<file path="config.mk">
export PLATFORM = sky130hd
export DESIGN_NAME = sap1_controller_sequencer
export DESIGN_NICKNAME = d
export VERILOG_FILES = /design/src/rtl/sap1_pkg.sv /design/src/rtl/sap1_ring_counter.sv /design/src/rtl/sap1_controller_sequencer.sv
export SDC_FILE = /design/constraint.sdc
export NUM_CORES = 1
export LEC_CHECK = 0
export ABC_AREA = 1
export CAP_MARGIN = 20
export CORE_UTILIZATION = 31
export DETAILED_ROUTE_END_ITERATION = 8
export PLACE_DENSITY_LB_ADDON = 0.25
export SETUP_SLACK_MARGIN = 0.3
export SLEW_MARGIN = 20
export SYNTH_ARGS = -nofsm -noshare
export SYNTH_HDL_FRONTEND = slang
export SYNTH_SLANG_ARGS = --single-unit
</file>
<file path="constraint.sdc">
create_clock -name clk -period 1.1 [get_ports clk]
set_input_delay 0.33 -clock clk [delete_from_list [all_inputs] [get_ports clk]]
set_output_delay 0.33 -clock clk [all_outputs]
set_load 0.02 [all_outputs]
</file>
<file path="src/rtl/sap1_pkg.sv">
// Shared types and constants for the SAP-1 controller/sequencer.
package sap1_pkg;

  typedef enum logic [3:0] {
    OP_LDA = 4'h0,
    OP_ADD = 4'h1,
    OP_SUB = 4'h2,
    OP_OUT = 4'hE,
    OP_HLT = 4'hF
  } opcode_e;

  // Control word in W-bus datasheet order.
  typedef struct packed {
    logic cp;
    logic ep;
    logic lm_bar;
    logic ce_bar;
    logic li_bar;
    logic ei_bar;
    logic la_bar;
    logic ea;
    logic su;
    logic eu;
    logic lb_bar;
    logic lo_bar;
  } ctrl_word_t;

  // Every control deasserted: active-high at 0, active-low at 1.
  localparam ctrl_word_t CTRL_IDLE = '{
    cp: 1'b0, ep: 1'b0, lm_bar: 1'b1, ce_bar: 1'b1, li_bar: 1'b1, ei_bar: 1'b1,
    la_bar: 1'b1, ea: 1'b0, su: 1'b0, eu: 1'b0, lb_bar: 1'b1, lo_bar: 1'b1
  };

  // Bit positions of each T-state in the one-hot ring.
  localparam int T1 = 0;
  localparam int T2 = 1;
  localparam int T3 = 2;
  localparam int T4 = 3;
  localparam int T5 = 4;
  localparam int T6 = 5;

endpackage

</file>
<file path="src/rtl/sap1_ring_counter.sv">
// One-hot T-state ring. Reset loads T1; a halt request parks the ring at
// all-zeros, and an all-zero ring stays there until reset.
module sap1_ring_counter #(
  parameter int NUM_TSTATES = 6
) (
  input  logic                   clk,
  input  logic                   rst,
  input  logic                   halt_req,
  output logic [NUM_TSTATES-1:0] t_state
);

  // Rotate one position per clock; zero rotates to zero, which holds HALT.
  always_ff @(posedge clk) begin
    if (rst)           t_state <= NUM_TSTATES'(1);
    else if (halt_req) t_state <= '0;
    else               t_state <= {t_state[NUM_TSTATES-2:0], t_state[NUM_TSTATES-1]};
  end

endmodule

</file>
<file path="src/rtl/sap1_controller_sequencer.sv">
// SAP-1 controller/sequencer: T-state ring plus opcode decode into the
// 12-signal control word, with HLT handling.
// Optional macro SAP1_ILLEGAL_OP_HALT_EN: undefined opcodes seen in T4 halt
// the machine and raise the sticky illegal_op flag; otherwise they act as NOPs.
module sap1_controller_sequencer
  import sap1_pkg::*;
#(
  parameter int INSTRUCTION_WIDTH = 4,
  parameter int NUM_TSTATES       = 6
) (
  input  logic                         clk,
  input  logic                         rst,
  input  logic [INSTRUCTION_WIDTH-1:0] instruction_bus,
  output logic [NUM_TSTATES-1:0]       t_state,
  output logic                         Cp,
  output logic                         Ep,
  output logic                         Lm_bar,
  output logic                         CE_bar,
  output logic                         Li_bar,
  output logic                         Ei_bar,
  output logic                         La_bar,
  output logic                         Ea,
  output logic                         Su,
  output logic                         Eu,
  output logic                         Lb_bar,
  output logic                         Lo_bar,
  output logic                         hlt,
  output logic                         illegal_op
);

  localparam logic [INSTRUCTION_WIDTH-1:0] LDA = INSTRUCTION_WIDTH'(OP_LDA);
  localparam logic [INSTRUCTION_WIDTH-1:0] ADD = INSTRUCTION_WIDTH'(OP_ADD);
  localparam logic [INSTRUCTION_WIDTH-1:0] SUB = INSTRUCTION_WIDTH'(OP_SUB);
  localparam logic [INSTRUCTION_WIDTH-1:0] OUT = INSTRUCTION_WIDTH'(OP_OUT);
  localparam logic [INSTRUCTION_WIDTH-1:0] HLT = INSTRUCTION_WIDTH'(OP_HLT);

  logic       halt_q;
  logic       halt_req;
  logic       stop_op;
  ctrl_word_t cw;

`ifdef SAP1_ILLEGAL_OP_HALT_EN
  logic op_legal;
  logic illegal_q;

  assign op_legal = (instruction_bus == LDA) || (instruction_bus == ADD) ||
                    (instruction_bus == SUB) || (instruction_bus == OUT) ||
                    (instruction_bus == HLT);
  assign stop_op  = (instruction_bus == HLT) || !op_legal;

  // Sticky record that an undefined opcode caused the halt.
  always_ff @(posedge clk) begin
    if (rst)                                illegal_q <= 1'b0;
    else if (t_state[T4] && !op_legal)      illegal_q <= 1'b1;
  end

  assign illegal_op = illegal_q;
`else
  assign stop_op    = (instruction_bus == HLT);
  assign illegal_op = 1'b0;
`endif

  // Halting is decided at the edge that ends T4, in place of advancing to T5.
  assign halt_req = t_state[T4] && stop_op;

  sap1_ring_counter #(.NUM_TSTATES(NUM_TSTATES)) u_ring (
    .clk      (clk),
    .rst      (rst),
    .halt_req (halt_req),
    .t_state  (t_state)
  );

  // HALT flag; only reset clears it.
  always_ff @(posedge clk) begin
    if (rst)           halt_q <= 1'b0;
    else if (halt_req) halt_q <= 1'b1;
  end

  assign hlt = halt_q && !rst;

  // Control word decode: fetch in T1..T3, opcode-driven execute in T4..T6.
  always_comb begin
    cw = CTRL_IDLE;
    if (!rst && !halt_q) begin
      if (t_state[T1]) begin
        cw.ep     = 1'b1;
        cw.lm_bar = 1'b0;
      end else if (t_state[T2]) begin
        cw.cp     = 1'b1;
      end else if (t_state[T3]) begin
        cw.ce_bar = 1'b0;
        cw.li_bar = 1'b0;
      end else if (t_state[T4]) begin
        if (instruction_bus == LDA || instruction_bus == ADD || instruction_bus == SUB) begin
          cw.ei_bar = 1'b0;
          cw.lm_bar = 1'b0;
        end else if (instruction_bus == OUT) begin
          cw.ea     = 1'b1;
          cw.lo_bar = 1'b0;
        end
      end else if (t_state[T5]) begin
        if (instruction_bus == LDA) begin
          cw.ce_bar = 1'b0;
          cw.la_bar = 1'b0;
        end else if (instruction_bus == ADD || instruction_bus == SUB) begin
          cw.ce_bar = 1'b0;
          cw.lb_bar = 1'b0;
        end
      end else if (t_state[T6]) begin
        if (instruction_bus == ADD || instruction_bus == SUB) begin
          cw.eu     = 1'b1;
          cw.la_bar = 1'b0;
          cw.su     = (instruction_bus == SUB);
        end
      end
    end
  end

  assign Cp     = cw.cp;
  assign Ep     = cw.ep;
  assign Lm_bar = cw.lm_bar;
  assign CE_bar = cw.ce_bar;
  assign Li_bar = cw.li_bar;
  assign Ei_bar = cw.ei_bar;
  assign La_bar = cw.la_bar;
  assign Ea     = cw.ea;
  assign Su     = cw.su;
  assign Eu     = cw.eu;
  assign Lb_bar = cw.lb_bar;
  assign Lo_bar = cw.lo_bar;

endmodule
</file>
==> results of run 1 <==
## sequential cells by signal (all words and copies together), names as in the netlist
name / cells
halt_q: 1
u_ring.t_state: 6
## layout by cell type (no fill, tap or decap), drive strengths merged
cell type,count
buf,45
nor2,20
inv,14
nand2,13
dfxtp,7
nand3,5
clkbuf,4
o21ai,4
nor3,3
clkdlybuf4s15,2
nand4,1
nand3b,1
conb,1
## metal layers
metal / global-route usage [%] / up-vias / part of all wire, % / wire length [um]
met5: 0 / - / 0 / 0
met4: 6.03 / 0 / 2.6 / 53
met3: 9.25 / 8 / 7.2 / 145
met2: 45.8 / 39 / 52 / 1040
met1: 25.3 / 309 / 38 / 760
li1: - / 314 / - / -
## cells in the mapped netlist (2+ instances only)
master   instances  area share, %
dfxtp_1          7             33
nor3_1           2            2.4
nand2_1         12             11
nor2_2           3            4.4
o21ai_1          3            3.5
nand3_1          4            4.7
nor2_1          17             15
inv_2            3            2.6
inv_1           11            9.7
## how the worst max path moves through the flow
stage	slack, ns	to
final	-0.59	Li_bar
after floorplan	-0.25	Lo_bar
after global placement	-1.19	Lm_bar
after global routing	-0.67	Li_bar
after CTS	-0.57	Ei_bar
after detailed placement	-1.24	Ea
## layout make-up
type,count,share of cell area (%)
timing repair buffer,47,40.9
sequential,7,14.3
clock buffer,4,2.37
inverter,14,5.64
multi-input combinational,48,35.2
tap,14,1.58
## worst reg2reg max path, delay by kind of cell, from the launching register on
kind	cells	cell delay (ns)
and+or+nand+nor	2	0.14
DFF	1	0.38
AOI/OAI and AO/OA	1	0.21
buffers and inverters	2	0.20
## where the power goes
part           internal, mW  total (mW)  switching (mW)
combinational         0.119       0.251           0.133
clock                 0.140       0.262           0.122
sequential            0.257       0.271          0.0136
total                 0.516       0.784           0.268
## metrics by stage
stage               std cells  setup TNS (ns)  cell area, sq um  worst slack (ns)  power (mW)
floorplan                  70           -1.28               533            -0.246       0.360
global placement          123          -18.67               916             -1.19       0.462
detailed placement        123          -19.18               916             -1.24       0.466
CTS                       130           -6.03              1020            -0.567       0.736
global route              134           -7.43              1110            -0.665       0.811
finish                    134           -6.51              1110            -0.588       0.784
## kinds of logic after synthesis
family,count (synthesis)
AND/OR/NAND/NOR,43
buffers and inverters,15
flip-flops,7
AO/OA/AOI/OAI,4
other,1
## what timing repair did
item,CTS,global route
setup buffers,3,4
pin swaps,18,7
gates resized for setup,144,18
setup endpoints to repair,26,26
endpoints found under the hold margin,0,0
==> flow_metrics.tcl, run 1 <==
set metrics [dict create \
    drt_iter0_markers 16 \
    layout_setup_ws_ns -0.588 \
    whs_endpoint "halt_q" \
    antenna_left 0 \
    synth.mux.area_fraction_pct 0 \
    powerDensity_mw_per_mm2 707 \
    drc 0 \
    crit_required_ns 0.77 \
    slew_violations 0 \
    synth.distinct_cells 17 \
    synth_compound_area_share_pct 5.59 \
    first_pass_iters 4 \
    portBuffers 24 \
    fin_util_pct 93.5 \
    die_area_sq_mm 0.00152 \
    crit_family "buffers and inverters" \
    worst-path-stages 6 \
    clk_pin_slew_ns 0.06 \
    p_leak_nw 0.492 \
    first_global_vias 600 \
    ios 26 \
    synth_seq_area_share_pct 32.9 \
    async_reset_ff_share_pct 0 \
    hold_viol_final 0 \
    violations "negative setup slack" \
    antenna_found_initial 0 \
    grt_setup_unrepaired "true" \
    yosys_warnings 0 \
    area_growth_pct 161 \
    grt_overflow 0 \
    dp_hpwl_mm 1.07 \
    period_share_pct 153 \
    synth.cell_area_sq_um 425 \
    critical_path_arrival_ns 1.36 \
    whs_path_depth 4 \
    start_util_pct 35.9 \
    critPathBufInv 3 \
    synth_top_family_by_area "simple AND/OR/NAND/NOR gates" \
    clock_skew_ns 0.00154 \
    start_kind "register" \
    setup.worst_path.start "halt_q" \
    reg2reg_depth 5 \
    grt_first_pass_wirelength_mm 2.50 \
    wl_per_cell_um 14.9 \
    critical_path.endpoint_type "primary output" \
    clock_latency_ns 0.26 \
    track_usage_pct 24.6 \
    reg2reg_slack_ns 0.06 \
    synthCells 70 \
    r2r_end "u_ring.t_state[3]" \
    synth_xor_area_share_pct 0 \
    vias 670 \
    regArea_sq_um 159 \
    synthSimpleGateAreaFrac_pct 46.5 \
    worstPathMaxFanout 3 \
    cts-root-buf "clkbuf_4" \
    h-tree-depth 1 \
    period_needed_ns 1.69 \
    synthFlopType "dfxtp_1" \
    rows 12 \
    syn_avg_cell_area_sq_um 6.08 \
    maxCapViolCount 0 \
    routed_wl_mm 2.00 \
    r2r-start "u_ring.t_state[3]" \
    hold_path.class "primary input to register" \
    cp_slowest_stage_delay_ns 0.34 \
    nFillCells 42 \
    status "finished, violations left" \
    max_freq_mhz 593 \
    hold_buffers 0 \
    hp-start "rst" \
    diodes 0 \
    synth_edf_count 0 \
    cts_made_buffers 3 \
    ys_ff_latch 7 \
    die_w_um 39.0 \
    synth_fa_ha_area_share_pct 0 \
    syn-num-nets 76 \
    nNetsFinal 127 \
    cts_sinks 7 \
    drive_gt1_share_pct 83.3 \
    avgViaCountPerCell 5.00 \
    cts_tree "done" \
    crit_chain "nor2_4, nand3_2, buf_6, inv_2, nand2_2, clkdlybuf4s15_2" \
    vdd_drop_max_mv 0.785 \
    cpMaxStageDelayCell "dfxtp_2" \
    multi_input_area_sq_um 390 \
    dieHeight_um 39.0 \
    holdWs_ns 0.492 \
    grt_max_degree 6 \
    finalSetupViolations 19 \
    critical_path_class "register to primary output" \
    fp.coreArea_sq_mm 0.00119 \
    clk_path_buf_depth 2 \
    gp_congestion 0.823 \
]
Power figures use the tool's default switching activity.
==> inputs of run 2 (changes only) <==
--- a/config.mk
+++ b/config.mk
@@ -11,6 +11,7 @@
 export DETAILED_ROUTE_END_ITERATION = 8
 export PLACE_DENSITY_LB_ADDON = 0.25
 export SETUP_SLACK_MARGIN = 0.3
+export SKIP_CTS_REPAIR_TIMING = 1
 export SLEW_MARGIN = 20
 export SYNTH_ARGS = -nofsm -noshare
 export SYNTH_HDL_FRONTEND = slang
==> run 2 against run 1 <==
Effect of this change: the run still ends with negative setup slack left; die area stayed put; count of clock-buffer cells in the layout stayed put; non-clock buffer count is 5 lower; routed wire length is 23% lower; sequential power hardly changed; critical path depth is 1 lower; register-to-register slack better by 0.18 ns; cell count is 3.7% lower.
==> flow_metrics.tcl, run 2 (same netlist as run 1, synthesis figures left out) <==
set metrics [dict create \
    status "finished, violations left" \
    violations "negative setup slack" \
    dieHeight_um 39.0 \
    wl_per_cell_um 11.9 \
    path_common_cell "nor2_2" \
    critical_path_arrival_ns 1.32 \
    cts_made_buffers 3 \
    largest_register_ffs 6 \
    layout_setup_ws_ns -0.546 \
    antenna_found_initial 0 \
    place_area_sq_um 916 \
    p_clk_share_pct 33.9 \
    seqPwrFrac_pct 36.7 \
    power_mw 0.737 \
    final_common_cell "buf_4" \
    cpMaxStageDelayCell "dfxtp_4" \
    critical_path.endpoint_type "primary output" \
    h-tree-depth 1 \
    fin_cells 129 \
    cts-root-buf "clkbuf_4" \
    nNetsFinal 122 \
    diodes 0 \
    grt_first_pass_wirelength_mm 2.12 \
    top_register "u_ring.t_state" \
    first_pass_iters 4 \
    grt_overflow 0 \
    max_freq_mhz 607 \
    reg_top3 "u_ring.t_state (6), halt_q (1)" \
    vdd_drop_max_mv 0.909 \
    worstPathMaxFanout 4 \
    drc 0 \
    clock_latency_ns 0.26 \
    p_sw_share_pct 32.6 \
    gp_congestion 0.823 \
    maxCapViolCount 0 \
    first_global_vias 551 \
    powerDensity_mw_per_mm2 731 \
    antenna_left 0 \
    hold_viol_final 0 \
    area_growth_pct 137 \
    avgViaCountPerCell 4.82 \
    design_area_sq_mm 0.00101 \
    slew_violations 0 \
    p_switching_mw 0.241 \
    grt_max_degree 6 \
    vias 622 \
    period_share_pct 150 \
    cp_slowest_stage_delay_ns 0.37 \
    p_leak_nw 0.453 \
    ios 26 \
    dp_hpwl_mm 1.07 \
    clock_skew_ns 0.00457 \
    track_usage_pct 20.6 \
    internal_power_mw 0.497 \
    hold_path.class "primary input to register" \
    finalSetupViolations 16 \
    routed_wl_mm 1.53 \
    fp.coreArea_sq_mm 0.00119 \
    nFillCells 65 \
    cts_sinks 7 \
    die_area_sq_mm 0.00152 \
    portBuffers 24 \
    critical_path_class "register to primary output" \
    cts_tree "done" \
    die_w_um 39.0 \
    drive_gt1_share_pct 80.0 \
    comb_power_share_pct 29.4 \
    dpl.cell_count 123 \
    clk_pin_slew_ns 0.06 \
    start_kind "register" \
    clk_path_buf_depth 2 \
    crit_required_ns 0.77 \
    rows 12 \
    grt_setup_unrepaired "true" \
    start_util_pct 35.9 \
    drt_iter0_markers 8 \
    period_needed_ns 1.65 \
    layout_common_cells "18 x buf_4, 12 x buf_6, 9 x inv_2" \
    crit_chain "inv_2, nand4_1, nor2_2, nor2_2, buf_4" \
]
-- run 2: changes by cell type in the layout (fill, tap and decap cells not counted), moves of 2 or more --
cell            change
dlymetal6s2s_1      +2
buf_2               -4
clkbuf_2            +7
buf_4               +3
nor2_2              +2
buf_6              -11
-- run 2: per-stage QoR --
| step | utilization [%] | hold slack (ns) | setup slack, ns | setup TNS (ns) |
|---|---|---|---|---|
| after floorplan | - | 0.395 | -0.246 | -1.28 |
| after global placement | 77.2 | 0.510 | -1.19 | -18.67 |
| after detailed placement | 77.2 | 0.520 | -1.24 | -19.18 |
| after CTS | 79.4 | 0.528 | -1.25 | -19.03 |
| after global routing | 85.0 | 0.484 | -0.622 | -6.71 |
| final | 85.0 | 0.478 | -0.546 | -5.76 |
-- run 2: power groups by stage --
| stage | logic, mW | registers, mW | clock network, mW |
|---|---|---|---|
| floorplan | 0.0783 | 0.281 | 0 |
| finish | 0.217 | 0.270 | 0.250 |
| CTS | 0.195 | 0.267 | 0.246 |
| detailed placement | 0.194 | 0.272 | 0 |
| global route | 0.231 | 0.271 | 0.272 |
| global placement | 0.190 | 0.272 | 0 |
-- run 2: area by class of cell --
cell class                      count  area, sq um  share of cell area (%)
Clock buffer                        4         26.3                    2.61
Inverter                           14         60.1                    5.96
Multi-Input combinational cell     48          375                    37.2
Sequential cell                     7          159                    15.8
Tap cell                           14         17.5                    1.74
Timing Repair Buffer               42          370                    36.7
-- run 2: final timing paths --
path,cells after the start,start,to,slack [ns]
min reg2reg,2,halt_q,halt_q,0.52
max reg2reg,3,u_ring.t_state[3],u_ring.t_state[3],0.24
max,5,u_ring.t_state[2],Lm_bar,-0.55
min,3,rst,halt_q,0.48
-- run 2: critical path, delay by kind of cell (launching register included) --
kind / cells / cell delay (ns)
and+or+nand+nor: 3 / 0.47
buffers and inverters: 2 / 0.22
DFF: 1 / 0.37
-- run 2: layer usage --
metal | vias up | track usage [%] | share of wire (%)
li1 | 300 | - | -
met1 | 282 | 22.1 | 39
met2 | 36 | 38.3 | 53
met3 | 4 | 7.51 | 7.1
met4 | 0 | 3.45 | 1.4
met5 | - | 0 | 0
==> RTL change 1, RTL diff (settings of run 1) <==
Change the parameter `INSTRUCTION_WIDTH` from 4 to 6.
--- a/src/rtl/sap1_controller_sequencer.sv
+++ b/src/rtl/sap1_controller_sequencer.sv
@@ -5,7 +5,7 @@
 module sap1_controller_sequencer
   import sap1_pkg::*;
 #(
-  parameter int INSTRUCTION_WIDTH = 4,
+  parameter int INSTRUCTION_WIDTH = 6,
   parameter int NUM_TSTATES       = 6
 ) (
   input  logic                         clk,
Ports: changed (resized instruction_bus); port bits go from 26 to 28. No check against the original RTL was run, so the function may have changed too.
==> RTL change 1 against run 1 <==
  * The flow still finishes with violations (negative setup slack)
  * Synthesized cell count is 5.7% higher
  * Setup slack better by 0.089 ns
  * Maximum frequency rose by 5.6%
  * Sequential cell count unchanged
  * Global-route usage fell by 1.5 points
  * Wire length fell by 5.8%
  * Area after synthesis grew 7.4%
  * Cell area is 3.3% higher
  * Hold slack worse by 0.019 ns
  * Via count shrank 2.2%
  * Total power fell by 6.6%
  * Largest power group unchanged
  * Highest routed layer unchanged
==> RTL change 1: results (changes against run 1) <==
| Metric | Value |
|---|---|
| Status | `complete, but fails checks (unchanged)` |
| Violated checks | `negative setup slack (unchanged)` |
| Max VDD drop | `710 uV (was 785 uV)` |
| Max stage delay cell, worst path | `clkdlybuf4s15_1 (was dfxtp_2)` |
| Top delay family on crit path | `simple AND/OR/NAND/NOR gates (was buffers and inverters)` |
| First-pass GRT wire length | `2.49 mm (was 2.50 mm)` |
| I/O Buffers | `26 (was 24)` |
| Iteration-0 DRC Markers | `4 (was 16)` |
| Top post-synthesis cells by count | `15 x nand2_1, 15 x nor2_1, 14 x inv_1 (was 17 x nor2_1, 12 x nand2_1, 11 x inv_1)` |
| Met2 Use GR | `0.456 (was 0.458)` |
| M3 GR Usage | `0.0389 (was 0.0925)` |
| Final setup violation count | `19 (unchanged)` |
| Register area share after synthesis | `0.307 (was 0.329)` |
| Gr usage total | `0.231 (was 0.246)` |
| Setup TNS | `-6.05 ns (was -6.51 ns)` |
| Top post-synthesis cells by area | `dfxtp_1 31%, nand2_1 12%, nor2_1 12% (was dfxtp_1 33%, nor2_1 15%, nand2_1 11%)` |
| Vias in the first global route | `595 (was 600)` |
| Met1 track demand over resource | `0.248 (was 0.253)` |
| Final worst setup slack | `-0.498 ns (was -0.588 ns)` |
| Internal cell power | `505 uW (was 516 uW)` |
| Worst skew pair latency | `0.24 ns (was 0.26 ns)` |
| Leak Pwr | `0.000502 uW (was 0.000492 uW)` |
| Final wirelength | `1.89 mm (was 2.00 mm)` |
| Worst path max stage delay | `0.22 ns (was 0.34 ns)` |
| Detail-routed via count per cell | `4.71 (was 5.00)` |
| CP Max Fanout | `4 (was 3)` |
| CP arrival | `1.27 ns (was 1.36 ns)` |
| Post-DP HPWL | `1.14 mm (was 1.07 mm)` |
| Final GP Congestion | `0.764 (was 0.823)` |
| Layout cells sized above 1 | `0.790 (was 0.833)` |
| Final setup skew | `0.00136 ns (was 0.00154 ns)` |
| Pre-Repair DR Iteration Count | `2 (was 4)` |
| Syn nets | `82 (was 76)` |
| Synth unique cells | `18 (was 17)` |
| # nets final | `133 (was 127)` |
## RTL change 1: changes by cell type after synthesis, sizes merged
cell / before / now
nand2: 13 / 17
nand3: 5 / 8
o21ai: 4 / 1
a21oi: 0 / 1
nand3b: 1 / 0
nor2: 20 / 19
nor4: 0 / 1
## RTL change 1: path summary, 6_finish.rpt
check	start	to	cells after the start
max	rst	Su	7
min	instruction_bus[5]	halt_q	4
max reg2reg	u_ring.t_state[3]	u_ring.t_state[5]	6
min reg2reg	u_ring.t_state[4]	u_ring.t_state[5]	3
## RTL change 1: power groups by stage
stage | Sequential (uW) | Clock [uW] | Combinational (uW)
floorplan | 286 | 0 | 82.5
global placement | 271 | 0 | 201
detailed placement | 272 | 0 | 203
CTS | 268 | 234 | 223
global route | 269 | 252 | 256
finish | 268 | 222 | 242
## RTL change 1: layout make-up
type / instances / area (sq um)
well taps: 15 / 18.8
fillers: 76 / 189
inverters: 14 / 60.1
flip-flops and latches: 7 / 156
repair buffers: 47 / 447
multi-input cells: 52 / 437
clock buffers: 4 / 26.3
## RTL change 1: worst reg2reg max path, stage by stage (launching register included)
cell and delay (ns):
dfxtp_4 0.36, inv_4 0.04, buf_6 0.11, nor2_4 0.09
nand3_4 0.12, nand2_4 0.14, nor2_1 0.05
## RTL change 1: cells by family after synthesis
| logic type | after synthesis | share of synthesized area |
|---|---|---|
| flip-flops | 7 | 0.307 |
| AND/OR/NAND/NOR | 49 | 0.532 |
| AO/OA/AOI/OAI | 2 | 0.0219 |
| buffers and inverters | 15 | 0.132 |
| other | 1 | 0.00821 |
## RTL change 1: what timing repair did
action | 4_1_cts | 5_1_grt
buffers inserted | 2 | 1
endpoints found under the setup margin | 26 | 26
pin swaps | 17 | 7
cloned | 0 | 0
gates resized for setup | 150 | 16
## RTL change 1: layer usage
metal	up-vias	wire length (um)
met5	-	0
met4	0	40
met3	4	60
met2	21	1110
met1	307	677
li1	323	-
## RTL change 1: metrics by stage
stage | hold slack (ns) | worst slack, ns | total power [uW] | instance area (sq um) | std cells
2_1_floorplan | 0.392 | -0.239 | 368 | 558 | 74
3_3_place_gp | 0.544 | -1.21 | 472 | 965 | 132
3_5_place_dp | 0.547 | -1.25 | 475 | 965 | 132
4_1_cts | 0.466 | -0.493 | 725 | 1090 | 138
5_1_grt | 0.470 | -0.566 | 777 | 1140 | 139
6_report | 0.473 | -0.498 | 733 | 1140 | 139
==> RTL change 2, RTL diff (settings of run 1) <==
Made on the original files. Register the output `Ei_bar`; this adds one clock of latency there. The other outputs are not delayed to match.
--- a/src/rtl/sap1_controller_sequencer.sv
+++ b/src/rtl/sap1_controller_sequencer.sv
@@ -121,7 +121,9 @@
   assign Lm_bar = cw.lm_bar;
   assign CE_bar = cw.ce_bar;
   assign Li_bar = cw.li_bar;
-  assign Ei_bar = cw.ei_bar;
+  always_ff @(posedge clk) begin
+    Ei_bar <= cw.ei_bar;
+  end
   assign La_bar = cw.la_bar;
   assign Ea     = cw.ea;
   assign Su     = cw.su;
Behaviour: not the same (Yosys sat finds a counterexample within 4 cycles, from zero or initial values and one cycle with rst high).
==> RTL change 2 against run 1 <==
  * The flow still finishes with violations (negative setup slack)
  * Cell area up 1.4%
  * Clock power shrank 5%
  * Area after synthesis grew 15%
  * Global-route usage fell by 4.1 points
  * Setup slack better by 0.047 ns
  * Total power decreased by 0.41%
  * Count of clock-buffer cells in the layout unchanged
  * Hold slack lost 0.17 ns
  * Wire length down 17%
  * Sequential cell count is 1 higher
  * Critical path type unchanged
  * Critical endpoint is now CE_bar
  * Largest power group unchanged
==> RTL change 2: results (changes against run 1) <==
| Metric | Value |
|---|---|
| Leak Pwr | `0.000470 uW (was 0.000492 uW)` |
| Met2 Use GR | `0.366 (was 0.458)` |
| # nets final | `124 (was 127)` |
| Violated checks | `negative setup slack (unchanged)` |
| Setup TNS | `-6.06 ns (was -6.51 ns)` |
| Vias | `637 (was 670)` |
| Hold depth | `2 (was 4)` |
| Final wirelength | `1.66 mm (was 2.00 mm)` |
| Gr usage total | `0.206 (was 0.246)` |
| Synth Area in Compound Gates | `0.0333 (was 0.0559)` |
| Iteration-0 DRC Markers | `3 (was 16)` |
| Top post-synthesis cells by count | `16 x nor2_1, 10 x nand2_1, 9 x inv_1 (was 17 x nor2_1, 12 x nand2_1, 11 x inv_1)` |
| Max VDD drop | `670 uV (was 785 uV)` |
| CP arrival | `1.31 ns (was 1.36 ns)` |
| First-pass GRT wire length | `2.72 mm (was 2.50 mm)` |
| CTS Buf Count | `3 (unchanged)` |
| Final GP Congestion | `0.721 (was 0.823)` |
| Register area share after synthesis | `0.328 (was 0.329)` |
| Final setup skew | `0.00893 ns (was 0.00154 ns)` |
| Top delay family on crit path | `simple AND/OR/NAND/NOR gates (was buffers and inverters)` |
| Multiplexer area fraction after synthesis | `0 (unchanged)` |
| Vias in the first global route | `658 (was 600)` |
| R2r startpoint | `u_ring.t_state[2] (was u_ring.t_state[3])` |
| Largest regs | `u_ring.t_state: 6 flops, Ei_bar: 1 flops, halt_q: 1 flops (was u_ring.t_state: 6 flops, halt_q: 1 flops)` |
| Final setup violation count | `17 (was 19)` |
| Hold WS | `0.319 ns (was 0.492 ns)` |
| Final worst setup slack | `-0.540 ns (was -0.588 ns)` |
| Post-DP HPWL | `1.13 mm (was 1.07 mm)` |
| Status | `complete, but fails checks (unchanged)` |
## RTL change 2: cell count changes in the layout (fill, tap and decap cells not counted), moves of 3 or more
cell and change:
inv_1 +4, nor2_2 +5, buf_4 -3, inv_2 -4, nor2_1 -3, buf_6 +3
## RTL change 2: area by class of cell
cell class,count,share of cell area
repair buffers,44,0.379
flip-flops and latches,8,0.158
clock buffers,4,0.0234
multi-input cells,48,0.371
inverters,13,0.0523
well taps,15,0.0167
## RTL change 2: worst max path at each step
stage                        end  startpoint  slack [ns]
after floorplan           Lo_bar      halt_q       -0.13
final                     CE_bar      halt_q       -0.54
after detailed placement      Eu         rst       -1.27
after global placement        Ea         rst       -1.21
after global routing      Lo_bar      halt_q       -0.61
after CTS                 CE_bar      halt_q       -0.51
## RTL change 2: power breakdown
group / internal [uW] / leakage, uW / switching [uW] / total, uW
sequential: 295 / 0.0000685 / 9.26 / 304
combinational: 101 / 0.000387 / 127 / 228
clock: 139 / 0.0000150 / 109 / 249
## RTL change 2: metrics by stage
step	area [sq um]	instances	worst slack (ns)	util	power, uW
after global routing	1120	132	-0.608	0.813	818
after floorplan	557	70	-0.125	-	401
final	1120	132	-0.540	0.813	781
after global placement	913	122	-1.21	0.661	494
after detailed placement	913	122	-1.27	0.661	496
after CTS	1070	129	-0.507	0.772	779
## RTL change 2: repair_timing
item	4_1_cts	5_1_grt
hold buffers	0	0
endpoints found under the setup margin	27	27
pin swaps	12	6
setup buffers	3	3
gates cloned	0	0
gates resized for setup	151	15
## RTL change 2: per-layer routing
layer  share of wire  vias to the layer above  routed length (um)
li1                -                      312                   -
met1            0.38                      297                 631
met2            0.53                       22                 885
met3           0.039                        6                  64
met4           0.046                        0                  77
met5               0                        -                   0
